$ cat config.mk
export PLATFORM = sky130hd
export DESIGN_NAME = inst_fetch_pair_queue
export DESIGN_NICKNAME = d
export VERILOG_FILES = /design/src/rtl/inst_fetch_pair_queue.sv
export SDC_FILE = /design/constraint.sdc
export NUM_CORES = 1
export LEC_CHECK = 0
export ABC_AREA = 0
export BUFFER_PORTS_ARGS = -buffer_cell sky130_fd_sc_hd__buf_2
export CELL_PAD_IN_SITES_DETAIL_PLACEMENT = 1
export CELL_PAD_IN_SITES_GLOBAL_PLACEMENT = 1
export CORE_MARGIN = 4
export CORE_UTILIZATION = 40
export DETAILED_ROUTE_END_ITERATION = 8
export GPL_TIMING_DRIVEN = 1
export PLACE_DENSITY = 0.81
export SLEW_MARGIN = 20
export SYNTH_ARGS = -nofsm -noshare
export SYNTH_HDL_FRONTEND = slang
export SYNTH_SLANG_ARGS = --single-unit
$ cat constraint.sdc
create_clock -name clock -period 2.35 [get_ports clock]
set_clock_uncertainty 0.2 [all_clocks]
set_input_delay 0.47 -clock clock [delete_from_list [all_inputs] [get_ports clock]]
set_output_delay 0.47 -clock clock [all_outputs]
set_load 0.05 [all_outputs]
$ cat src/rtl/inst_fetch_pair_queue.sv
// Fetch stage feeding decode: streams aligned 8-byte pairs from local store into a
// small credit-controlled FIFO and redirects on branch_taken/flush.
module inst_fetch_pair_queue #(
    parameter int                   LS_ADDR_W = 15,
    parameter int                   DEPTH     = 4,
    parameter logic [LS_ADDR_W-1:0] RESET_PC  = '0,
    parameter logic [31:0]          NOP_INST  = 32'h0020_0000
) (
    input  logic                 clock,
    input  logic                 reset,
    output logic                 ls_rd_en,
    output logic [LS_ADDR_W-1:0] ls_rd_addr,
    input  logic [63:0]          ls_rd_data,
    input  logic                 branch_taken,
    input  logic                 flush,
    input  logic [LS_ADDR_W-1:0] branch_target,
    input  logic                 stall,
    output logic [31:0]          first_inst_output,
    output logic [31:0]          second_inst_output,
    output logic [LS_ADDR_W-1:0] pc_output,
    output logic                 inst_valid
);

    localparam int PW = $clog2(DEPTH);
    localparam int CW = PW + 1;
    localparam logic [CW-1:0] FULL_COUNT   = CW'(DEPTH);
    localparam logic [CW:0]   CREDIT_LIMIT = (CW + 1)'(DEPTH);
    localparam logic [LS_ADDR_W-1:0] PAIR_BYTES = LS_ADDR_W'(8);

    logic [LS_ADDR_W-1:0] fetch_pc;
    logic [LS_ADDR_W-1:0] resp_pc;
    logic                 inflight;
    logic                 drop_flag;
    logic                 odd_flag;
    logic [PW-1:0]        rd_ptr;
    logic [PW-1:0]        wr_ptr;
    logic [CW-1:0]        count;

    logic [31:0]          q_first  [DEPTH];
    logic [31:0]          q_second [DEPTH];
    logic [LS_ADDR_W-1:0] q_pc     [DEPTH];

    logic                 redirect;
    logic                 push;
    logic                 pop;
    logic [CW:0]          credits_used;
    logic [31:0]          push_first;
    logic                 unused_target_bits;

    assign redirect     = branch_taken | flush;
    assign credits_used = {1'b0, count} + {{CW{1'b0}}, inflight};

    // Gated with reset so no request escapes while the block is held in reset.
    assign ls_rd_en   = reset & ~redirect & (credits_used < CREDIT_LIMIT);
    assign ls_rd_addr = fetch_pc;

    assign inst_valid         = (count != '0);
    assign first_inst_output  = q_first[rd_ptr];
    assign second_inst_output = q_second[rd_ptr];
    assign pc_output          = q_pc[rd_ptr];

    assign pop  = inst_valid & ~stall & ~redirect;
    assign push = inflight & ~drop_flag & ~redirect;

    // MSB-first numbering: data bits [0:31] (the even word) sit in [63:32] here.
    assign push_first = odd_flag ? NOP_INST : ls_rd_data[63:32];

    // Sub-pair offset bits of the target carry no meaning for a pair fetch.
    assign unused_target_bits = ^branch_target[1:0];

    always_ff @(posedge clock or negedge reset) begin
        if (!reset) begin
            fetch_pc  <= RESET_PC;
            resp_pc   <= '0;
            inflight  <= 1'b0;
            drop_flag <= 1'b0;
            odd_flag  <= 1'b0;
            rd_ptr    <= '0;
            wr_ptr    <= '0;
            count     <= '0;
        end else begin
            inflight <= ls_rd_en;
            if (ls_rd_en) begin
                resp_pc <= fetch_pc;
            end
            if (redirect) begin
                fetch_pc  <= {branch_target[LS_ADDR_W-1:3], 3'b000};
                odd_flag  <= branch_target[2];
                drop_flag <= ls_rd_en;
                rd_ptr    <= '0;
                wr_ptr    <= '0;
                count     <= '0;
            end else begin
                drop_flag <= 1'b0;
                if (ls_rd_en) begin
                    fetch_pc <= fetch_pc + PAIR_BYTES;
                end
                if (push) begin
                    wr_ptr   <= wr_ptr + PW'(1);
                    odd_flag <= 1'b0;
                end
                if (pop) begin
                    rd_ptr <= rd_ptr + PW'(1);
                end
                case ({push, pop})
                    2'b10:   count <= count + CW'(1);
                    2'b01:   count <= count - CW'(1);
                    default: count <= count;
                endcase
            end
        end
    end

    // Storage is cleared on reset so the head outputs read 0 while held in reset.
    always_ff @(posedge clock or negedge reset) begin
        if (!reset) begin
            for (int i = 0; i < DEPTH; i++) begin
                q_first[i]  <= '0;
                q_second[i] <= '0;
                q_pc[i]     <= '0;
            end
        end else if (push) begin
            q_first[wr_ptr]  <= push_first;
            q_second[wr_ptr] <= ls_rd_data[31:0];
            q_pc[wr_ptr]     <= resp_pc;
        end
    end

    a_no_overflow: assert property (@(posedge clock) disable iff (!reset)
        !(push && !pop && (count == FULL_COUNT)));

    a_pair_aligned: assert property (@(posedge clock) disable iff (!reset)
        ls_rd_en |-> (ls_rd_addr[2:0] == 3'b000));

endmodule

==> results.json <==
{
  "cts_tree": "built",
  "track_usage": 0.203,
  "synth-seq-cells": 338,
  "startpoint_type": "register",
  "maxCapViolCount": 0,
  "final_nets": 1397,
  "period_needed_ns": 2.75,
  "synth_seq_area_share": 0.577,
  "synth_cells": 1074,
  "power_frac_clock": 0.417,
  "die_w_um": 199,
  "grt_pass1_wl_um": 63500,
  "grt_setup_unrepaired": "yes",
  "synth-main-ff-cell": "dfrtp_1",
  "grt_use_met1": 0.252,
  "vias_per_cell": 5.41,
  "drive_above_1_share": 0.422,
  "dieArea_um2": 39800,
  "area_growth_pct": 28.9,
  "drc": 0,
  "ys_types": 43,
  "synth_edf_count": 0,
  "die_h_um": 199,
  "grt_max_degree": 185,
  "power_mw": 15.6,
  "ctsHtreeMaxLevel": 2,
  "power_leakage_nw": 8.79,
  "reg2reg_depth": 7,
  "vias": 9733,
  "holdCritPathClass": "in -> reg",
  "synth_area_um2": 14700,
  "antenna_found_initial": 4,
  "start_util": 0.409,
  "maxSlewHeadroom": 0.419,
  "cp_max_fo": 8,
  "worstPathArrival_ns": 2.08,
  "grt_pass1_vias": 11094,
  "violations": "setup timing",
  "dr.first_iter.drc_count": 443,
  "syn_area_per_cell_um2": 13.7,
  "hp-start": "branch_target[9]",
  "hpwlAfterDp_um": 22600,
  "worst_pin_slew_ns": 0.872,
  "fin_util": 0.528,
  "r2r_end": "count[1]$_DFFE_PN0P_",
  "wire_per_inst_um": 22.4,
  "r2r_slack_ns": 0.24,
  "min_period_over_period": 1.17,
  "synthArstFlopShare": 1.00,
  "use_met3": 0.0454,
  "outcome": "finished with violations",
  "max_freq_mhz": 364,
  "p_seq_frac": 0.410,
  "p_switching_mw": 4.35,
  "ios": 180,
  "core_area_um2": 35800,
  "r2r_start": "count[0]$_DFFE_PN0P_",
  "crit_path_end": "pc_output[12]",
  "fin_setup_tns_ns": -26.68,
  "p_sw_frac": 0.279,
  "cts.sinks": 338,
  "overflow": 0,
  "worst_slack_ns": -0.398,
  "top_usage_layer": "met2",
  "cp.required_ns": 1.68,
  "gp_congestion": 0.790,
  "peakVddDrop_mv": 0.644,
  "clk_pin_slew_ns": 0.06,
  "pwr-share-comb": 0.173,
  "cts_max_path_buffers": 3,
  "cts_root_buf": "clkbuf_16",
  "hold_violations": 0,
  "routed_wirelength_um": 40300,
  "rows": 69,
  "startpoint": "rd_ptr[0]$_DFFE_PN0P_",
  "crit_path_end_kind": "output pin",
  "power.density_nw_per_um2": 823,
  "pre_cts_slack_ns": 0.0827,
  "firstDrtPassIters": 5,
  "grt_util_met2": 0.361,
  "port_buffers": 171,
  "ant_nets": 0,
  "ys_warn_count": 0,
  "internal_power_mw": 11.2,
  "path_class": "reg -> out",
  "drv_slew": 0,
  "setup_viol": 76,
  "cts_buffers": 40,
  "clock_latency_ns": 0.55
}
[cells in the final DEF (no fill, tap or decap), drive strengths merged, types with 4 or more instances in the layout]
cell / count
nand3: 10
conb: 7
clkbuf: 59
nand4: 6
mux4: 76
nand2: 141
bufinv: 5
ha: 5
dfrtp: 338
nor2: 14
nand2b: 31
o21ai: 138
a31oi: 5
buf: 216
clkinv: 9
dlygate4sd3: 44
or3: 5
a21oi: 4
mux2: 187
inv: 7
[synth_stat cells, types with 2 or more instances]
library cell / number / area, um2
dfrtp_1: 338 / 8460
mux2_2: 187 / 2110
nand2_1: 141 / 529
o21ai_0: 138 / 691
mux4_2: 76 / 1710
clkbuf_1: 38 / 143
nand2b_1: 31 / 194
buf_2: 30 / 150
nor2_1: 13 / 48.8
buf_4: 8 / 60.1
nand4_1: 6 / 37.5
a31oi_1: 5 / 31.3
ha_1: 5 / 62.6
nand3_1: 5 / 25.0
nand3_2: 5 / 50.1
or3_1: 5 / 31.3
a21oi_1: 4 / 20.0
inv_1: 4 / 15.0
xnor2_1: 3 / 26.3
xor2_1: 3 / 26.3
a221o_1: 2 / 20.0
and3_1: 2 / 12.5
and4_1: 2 / 17.5
buf_1: 2 / 7.51
mux2i_1: 2 / 20.0
nor3_1: 2 / 10.0
[worst max-delay path: stages (launching register included)]
cell and delay [ns]:
dfrtp_4 0.46, buf_6 0.15, buf_16 0.16, mux4_2 0.57, buf_6 0.18
[logic make-up (layout without fill, tap and decap cells)]
| logic type | Yosys count | in the layout | synth area share |
|---|---|---|---|
| flip-flops | 338 | 338 | 0.577 |
| multiplexers | 265 | 265 | 0.262 |
| AND/OR/NAND/NOR | 220 | 220 | 0.0701 |
| AO/OA/AOI/OAI | 156 | 156 | 0.0563 |
| buffers and inverters | 82 | 340 | 0.0256 |
| adder cells (fa/ha/maj) | 6 | 6 | 0.00563 |
| XOR/XNOR | 6 | 6 | 0.00358 |
| other | 1 | 8 | 0.000256 |
[how the worst min path moves through the flow]
| stage | slack (ns) | to | depth (start not counted) |
|---|---|---|---|
| final | 0.03 | ls_rd_addr[9]$_DFFE_PN0P_ | 2 |
| after global routing | 0.02 | ls_rd_addr[9]$_DFFE_PN0P_ | 2 |
| after CTS | 0.005 | ls_rd_addr[9]$_DFFE_PN0P_ | 2 |
| after detailed placement | 0.27 | q_first[6]$_DFFE_PN0P_ | 2 |
| after global placement | 0.26 | q_first[96]$_DFFE_PN0P_ | 2 |
| after floorplan | -0.03 | count[0]$_DFFE_PN0P_ | 0 |
[repair_timing]
action / 4_1_cts / 5_1_grt
gates cloned: 7 / 2
gates resized for setup: 174 / 5
hold buffers: 44 / 0
pin swaps: 1 / 2
hold endpoints to repair: 306 / 0
buffers inserted: 6 / 2
endpoints found under the setup margin: 78 / 78
[area by class of cell]
cell class / count / area, um2
Fill cell: 3486 / 16900
Sequential cell: 338 / 8470
Multi-Input combinational cell: 660 / 5900
Timing Repair Buffer: 263 / 2560
Clock buffer: 56 / 1160
Tap cell: 461 / 577
Clock inverter: 17 / 225
Inverter: 4 / 15.0
Antenna cell: 1 / 2.50
[metal layers]
metal,vias up,share of wire
li1,4326,-
met1,5136,0.41
met2,199,0.52
met3,66,0.050
met4,6,0.022
met5,-,0.0011
[stage by stage]
stage / instances / instance area, um2 / hold WS [ns]
floorplan: 1080 / 14700 / -0.0256
global placement: 1664 / 16200 / 0.256
detailed placement: 1664 / 16200 / 0.269
CTS: 1794 / 18800 / 0.00454
global route: 1800 / 18900 / 0.0212
finish: 1800 / 18900 / 0.0283
[flip-flops by register name, indices dropped and copies added (netlist names)]
signal	count
resp_pc	12
odd_flag	1
q_second	128
ls_rd_addr	12
wr_ptr	2
q_pc	48
rd_ptr	2
drop_flag	1
count	3
q_first	128
inflight	1
[power by group through the flow]
stage	logic, mW	registers, mW	clock network, mW
floorplan	1.56	6.44	0
detailed placement	2.25	6.47	0
CTS	2.69	6.37	6.66
finish	2.69	6.38	6.49
global placement	2.20	6.44	0
global route	2.85	6.42	6.91
(Power assumes the default switching activity.)
